## src/rtl/sub_pkg.sv

```systemverilog
// Shared definitions for the bit-serial subtractor: FSM states and default width.
package sub_pkg;

  localparam int SUB_WIDTH = 8;

  typedef enum logic [1:0] {
    IDLE   = 2'd0,
    RUN    = 2'd1,
    FINISH = 2'd2
  } state_e;

endpackage

```

## src/rtl/full_subtractor_1_bit.sv

```systemverilog
// One-bit full subtractor cell: d = a - b - bin, with the borrow-out.
module full_subtractor_1_bit (
  input  logic a_i,
  input  logic b_i,
  input  logic bin_i,
  output logic d_o,
  output logic bout_o
);

  assign d_o    = a_i ^ b_i ^ bin_i;
  assign bout_o = (~a_i & b_i) | (~(a_i ^ b_i) & bin_i);

endmodule

```

## src/rtl/serial_subtractor_8_bits.sv

```systemverilog
// Bit-serial D = A - B - BIN, LSB first, one bit per clock through a single cell.
// START/BUSY/DONE handshake; D and BOUT hold until the next completed operation.
module serial_subtractor_8_bits
  import sub_pkg::*;
#(
  parameter int WIDTH = SUB_WIDTH
) (
  input  logic             clk_i,
  input  logic             rst_i,
  input  logic             start_i,
  input  logic [WIDTH-1:0] a_i,
  input  logic [WIDTH-1:0] b_i,
  input  logic             bin_i,
  output logic             busy_o,
  output logic             done_o,
  output logic [WIDTH-1:0] d_o,
  output logic             bout_o
);

  localparam int             CW       = $clog2(WIDTH);
  localparam logic [CW-1:0]  CNT_LAST = CW'(WIDTH - 1);
  localparam logic [CW-1:0]  CNT_ONE  = CW'(1);

  state_e           state_q, state_d;
  logic [WIDTH-1:0] sa_q, sa_d;
  logic [WIDTH-1:0] sb_q, sb_d;
  logic [WIDTH-1:0] sd_q, sd_d;
  logic             borrow_q, borrow_d;
  logic [CW-1:0]    cnt_q, cnt_d;
  logic             busy_q, busy_d;
  logic             done_q, done_d;
  logic [WIDTH-1:0] dout_q, dout_d;
  logic             bout_q, bout_d;

  logic             cell_d;
  logic             cell_bout;
  logic [WIDTH-1:0] sd_shifted;

  full_subtractor_1_bit u_cell (
    .a_i    (sa_q[0]),
    .b_i    (sb_q[0]),
    .bin_i  (borrow_q),
    .d_o    (cell_d),
    .bout_o (cell_bout)
  );

  // New difference bit enters at the MSB so after WIDTH shifts bit 0 is the LSB.
  assign sd_shifted = {cell_d, sd_q[WIDTH-1:1]};

  always_comb begin
    state_d  = state_q;
    sa_d     = sa_q;
    sb_d     = sb_q;
    sd_d     = sd_q;
    borrow_d = borrow_q;
    cnt_d    = cnt_q;
    busy_d   = busy_q;
    done_d   = done_q;
    dout_d   = dout_q;
    bout_d   = bout_q;

    unique case (state_q)
      IDLE: begin
        if (start_i) begin
          sa_d     = a_i;
          sb_d     = b_i;
          borrow_d = bin_i;
          cnt_d    = '0;
          busy_d   = 1'b1;
          state_d  = RUN;
        end
      end
      RUN: begin
        sd_d     = sd_shifted;
        sa_d     = sa_q >> 1;
        sb_d     = sb_q >> 1;
        borrow_d = cell_bout;
        if (cnt_q == CNT_LAST) begin
          dout_d  = sd_shifted;
          bout_d  = cell_bout;
          done_d  = 1'b1;
          state_d = FINISH;
        end else begin
          cnt_d = cnt_q + CNT_ONE;
        end
      end
      FINISH: begin
        done_d  = 1'b0;
        busy_d  = 1'b0;
        state_d = IDLE;
      end
      default: begin
        state_d = IDLE;
      end
    endcase
  end

  always_ff @(posedge clk_i) begin
    if (rst_i) begin
      state_q  <= IDLE;
      sa_q     <= '0;
      sb_q     <= '0;
      sd_q     <= '0;
      borrow_q <= 1'b0;
      cnt_q    <= '0;
      busy_q   <= 1'b0;
      done_q   <= 1'b0;
      dout_q   <= '0;
      bout_q   <= 1'b0;
    end else begin
      state_q  <= state_d;
      sa_q     <= sa_d;
      sb_q     <= sb_d;
      sd_q     <= sd_d;
      borrow_q <= borrow_d;
      cnt_q    <= cnt_d;
      busy_q   <= busy_d;
      done_q   <= done_d;
      dout_q   <= dout_d;
      bout_q   <= bout_d;
    end
  end

  assign busy_o = busy_q;
  assign done_o = done_q;
  assign d_o    = dout_q;
  assign bout_o = bout_q;

endmodule
```

## config.mk

```make
export PLATFORM = sky130hd
export DESIGN_NAME = serial_subtractor_8_bits
export DESIGN_NICKNAME = d
export VERILOG_FILES = /design/src/rtl/sub_pkg.sv /design/src/rtl/full_subtractor_1_bit.sv /design/src/rtl/serial_subtractor_8_bits.sv
export SDC_FILE = /design/constraint.sdc
export NUM_CORES = 1
export LEC_CHECK = 0
export ABC_AREA = 1
export CORE_MARGIN = 2
export CORE_UTILIZATION = 30
export CTS_BUF_LIST = sky130_fd_sc_hd__clkbuf_8
export DETAILED_ROUTE_END_ITERATION = 10
export PLACE_DENSITY_LB_ADDON = 0.12
export SLEW_MARGIN = 30
export SYNTH_ARGS = -nofsm -noshare
export SYNTH_HDL_FRONTEND = slang
export SYNTH_SLANG_ARGS = --single-unit
```

## constraint.sdc

```tcl
create_clock -name clk_i -period 1.8 [get_ports clk_i]
set_input_delay 0.18 -clock clk_i [delete_from_list [all_inputs] [get_ports clk_i]]
set_output_delay 0.18 -clock clk_i [all_outputs]
set_load 0.05 [all_outputs]
```

Yosys cells after proc, flatten, opt, wreduce, memory -nomap -nowiden
Cells that the tools add are included.
{"block": "classes", "n_addsub": 1, "mul": 0, "div": 0, "order_cmp": 0, "eq_ne": 6, "shift": 0, "mux": 16, "bitwise_logic": 7, "n_reduce_logical": 10}
{"operator": "$pmux W8 S2", "count": 2}
{"operator": "$mux W8", "count": 2}
{"operator": "$reduce_and A2 Y1", "count": 5}
{"operator": "$mux W3", "count": 2}
{"operator": "$ne A2 B2 Y1 const B", "count": 3}
{"operator": "$pmux W1 S2", "count": 3}
{"operator": "$pmux W3 S2", "count": 1}
{"operator": "$reduce_bool A2 Y1", "count": 3}
{"operator": "$mux W2", "count": 2}
{"operator": "$pmux W2 S2", "count": 1}
{"operator": "$add A3 B1 Y3 const B", "count": 1}
{"operator": "$eq A3 B3 Y1 const B", "count": 1}
{"operator": "$mux W1", "count": 3}
{"operator": "$reduce_and A3 Y1", "count": 1}
{"operator": "$and A1 B1 Y1", "count": 2}
{"operator": "$eq A2 B1 Y1 const B", "count": 1}
{"operator": "$eq A2 B2 Y1 const B", "count": 1}
{"operator": "$logic_not A2 Y1", "count": 1}
{"operator": "$not A1 Y1", "count": 2}
{"operator": "$xor A1 B1 Y1", "count": 2}
{"operator": "$or A1 B1 Y1", "count": 1}
{"block": "word_totals", "regBits": 41, "latchBits": 0, "ram_bits": 0, "rom_bits": 0, "input_bits": 20, "output_inout_bits": 11, "wordCells": 50, "mem_count": 0}

Logic depth before layout (Yosys ltp)
{"block": "depth", "word_depth": 5, "mapped_depth": 8, "depth_no_buf": 8}

Cells and area by module
From an unflattened synthesis, not the netlist that was laid out.
{"block": "hier_totals", "hier_cells": 272, "area_unflattened_um2": 1894.3}
{"mod": "serial_subtractor_8_bits", "instances": 1, "cells_per_inst": 268, "area_per_inst_um2": 1863.0, "seq_area_each_um2": 800.8}
{"mod": "full_subtractor_1_bit", "instances": 1, "cells_per_inst": 4, "area_per_inst_um2": 31.3, "seq_area_each_um2": 0.0}

Worst setup path after synthesis
No wires, ideal clock.
{"block": "synth_timing", "path_type": "reg2reg", "startpoint": "register cnt_q[0]", "endpoint": "register bout_q (netlist: bout_o)", "setup_time_ns": 0.123, "arrival_ns": 1.035, "required_ns": 1.677, "slack_ns": 0.643, "path_stages_with_launch": 8, "n_path_buf": 0, "period_less_slack_ns": 1.157, "path_cell_list": "dfxtp_1 ha_1 ha_1 inv_1 nor2_4 inv_2 nand3_1 o21ai_0"}
{"block": "synth_via", "elab_chain_len": 2}
{"element": "start, declared", "line_no": "serial_subtractor_8_bits.sv:29", "text": "logic [CW-1:0] cnt_q, cnt_d;"}
{"element": "start signal, assigned", "line_no": "serial_subtractor_8_bits.sv:116", "text": "cnt_q <= cnt_d;"}
{"element": "$eq A3 B3 Y1", "line_no": "serial_subtractor_8_bits.sv:78", "text": "if (cnt_q == CNT_LAST) begin"}
{"element": "$reduce_and A2 Y1 (no line)"}
{"element": "end signal, assigned", "line_no": "serial_subtractor_8_bits.sv:120", "text": "bout_q <= bout_d;"}
{"element": "end, declared", "line_no": "serial_subtractor_8_bits.sv:33", "text": "logic bout_q, bout_d;"}
No other way between the ends.
A chain may end at the register's enable or synchronous reset.

Worst setup path after layout
{"block": "layout_timing", "startpoint": "register dout_q[5] (netlist: d_o[5])", "endpoint": "output port d_o[5]"}
{"element": "start, declared", "line_no": "serial_subtractor_8_bits.sv:32", "text": "logic [WIDTH-1:0] dout_q, dout_d;"}
{"element": "start signal, assigned", "line_no": "serial_subtractor_8_bits.sv:119", "text": "dout_q <= dout_d;"}
{"element": "end, declared", "line_no": "serial_subtractor_8_bits.sv:16", "text": "output logic [WIDTH-1:0] d_o,"}
No word-level cell between the ends.

==> summary.txt <==
Grt met2 use: 19.8%
Avg Cell Area, Syn: 6.77 um^2
WP data arrival: 1440 ps
Fin crit period: 1620 ps
Initial Util: 31.4%
VDD IR max: 0.339 mV
Die span in y: 80.2 um
Sequential share of power: 49.2%
Largest net degree at the start of global routing: 32
Via count: 1521
Gr busiest metal: met2
RSZ-0062 raised after global routing: false
CTS tree: yes
Hold Crit Class: in -> reg
Nets: 312
1st-iter DRT viols: 72
Final worst slack: 184 ps
Drt total wl: 3610 um
Synth warnings: 0
Clock share of power: 36.9%
Setup violators final: 0
Post-synthesis cell area: 0.00174 mm^2
Die Wd: 80.2 um
P per Cell Area: 872 mW/mm^2
DP Worst Slack: 365 ps
CP Capture Type: output port
CP max-delay cell: clkdlybuf4s50_1
Delay-heaviest family, CP: buffers and inverters
Global routing usage on met3: 4.04%
Number of global-route vias before repair: 1366
Met1 GRT Util: 15.6%
Synth Register Bits: 40
First-pass GRT wire length: 6200 um
Slew Limit Fails: 0
Cell Chain, Critical Path: clkdlybuf4s50_1
IO Port Bufs: 30
Yosys cell types: 19
Int Pwr: 1460 uW
Syn_nets: 280
Slew headroom: 66.6%
Ant. Diodes: 0
Max Fclk: 0.619 GHz
DP Wirelength: 2550 um
Worst-Margin Slew: 499 ps
Leakage: 0.00102 uW
Syn Inst Count: 257
DIE AREA: 0.00643 mm^2
Gr ovfl total: 0
Placement row count: 27
Placer Congestion: 0.670
Postcts setup bufs: 0
Switching share of power: 25.0%
Max cap viols: 0
CTS buffer count: 5
Floorplan Core Area: 0.00554 mm^2
Post-synthesis sequential area ratio: 46.0%
Post-route ant nets: 0
Layout area overhead: 28.4%
Avg Vias per Cell: 4.20
Initial antenna violation count: 0
Skew final: 5.71 ps
CTS H-tree lvls: 2
Final Cycle Share: 89.8%
TNS Setup: 0 ps
CP Class: reg -> out
Post-CTS Hold Fix Bufs: 0
Share of cells above drive strength 1: 6.21%
Clock Sinks: 40
Hold Fails Final Rpt: 0
Clk pin slew, worst setup/hold paths: 80 ps
Routed len/inst: 9.97 um
Critical path data required time: 1620 ps
DRT Pass-1 Iters: 5
Clk_lat worst skew: 290 ps
Tot GR Track Use: 12.6%
Status: finished, final reports clean
Max Buffers Root-to-Sink: 2
Worst-path fanout max: 2
Peak per-stage delay on the critical path: 810 ps
Remaining DRCs: 0
Worst path bufs/invs: 1
Switching power of the nets: 487 uW
Cts repair resizes: 0
Critical path launch point type: register
Combinational group share of total power: 13.9%
IO Pins: 31
CTS root buf: clkbuf_8
flip-flops by register name (all words and copies together), names as in the netlist, 2 cells and up:
register	flops
cnt_q	3
state_q	2
sd_q	7
sb_q	8
sa_q	8
d_o	8
synthesized netlist by cell type:
master    number  area [um^2]
nor2_1        61          229
ha_1           2         25.0
buf_2          3         15.0
clkbuf_1       3         11.3
nor2_4         2         22.5
nand2_2        1         6.26
buf_6          1         11.3
o21ai_0       20          100
nand2_1       64          240
fa_1           1         20.0
inv_2          2         7.51
dfxtp_1       40          801
o21ai_1       10         50.1
clkbuf_2       1         5.00
inv_1         30          113
nand3_1        7         35.0
a21oi_1        6         30.0
buf_4          2         15.0
clkinv_1       1         3.75
kinds of logic after synthesis:
group	synth area share, %
adders and majority gates	2.59
DFF	46.0
buffers and inverters	10.4
and+or+nand+nor	30.6
AOI/OAI and AO/OA	10.4
per-stage QoR:
step / cells / utilization, % / power [uW] / area, um^2 / hold slack (ps)
6_report: 362 / 40.3 / 1950 / 2230 / 435
5_1_grt: 362 / 40.3 / 2070 / 2230 / 458
3_3_place_gp: 354 / 38.4 / 1260 / 2130 / 457
3_5_place_dp: 354 / 38.4 / 1260 / 2130 / 456
4_1_cts: 362 / 40.3 / 1990 / 2230 / 426
2_1_floorplan: 257 / - / 1160 / 1740 / 249
routing by layer:
metal	vias to the layer above	share of wire, %	routed length [um]
li1	845	-	-
met1	645	50	1820
met2	25	43	1550
met3	6	4.8	174
met4	0	1.9	70
met5	-	0	0
path summary, 6_finish.rpt:
path,startpoint,end,slack [ps],cells after the start
worst max-delay path,d_o[5],d_o[5],180,1
worst min-delay path,a_i[7],sa_q[7],440,3
worst max register to register,cnt_q[0],d_o[3],450,7
worst min register to register,sa_q[7],sa_q[7],470,2
power by group through the flow:
| stage | clock network, uW | registers, uW | logic (uW) |
|---|---|---|---|
| 6_report | 718 | 959 | 272 |
| 5_1_grt | 783 | 965 | 319 |
| 4_1_cts | 748 | 959 | 279 |
| 3_5_place_dp | 0 | 980 | 277 |
| 3_3_place_gp | 0 | 980 | 277 |
| 2_1_floorplan | 0 | 982 | 181 |
layout by cell type (no fill, tap or decap):
cell,instances
nor2_4,2
clkbuf_8,5
nor2_1,61
clkdlybuf4s50_1,30
ha_1,2
o21ai_0,20
a21oi_1,6
nand3_1,7
bufinv_16,1
buf_4,4
inv_1,31
inv_2,2
dfxtp_1,40
clkinv_1,1
o21ai_2,1
nand2_2,1
clkinv_2,1
fa_1,1
nand2_1,64
buf_12,1
o21ai_1,9
area by class of cell:
cell class,count,area [um^2]
fill,614,3310
sequential,40,801
multi-input combinational,174,762
timing repair buffer,35,350
inverter,33,124
tap,72,90.1
clock buffer,5,68.8
clock inverter,3,38.8
Note: power is estimated with default switching activity, not from simulation.
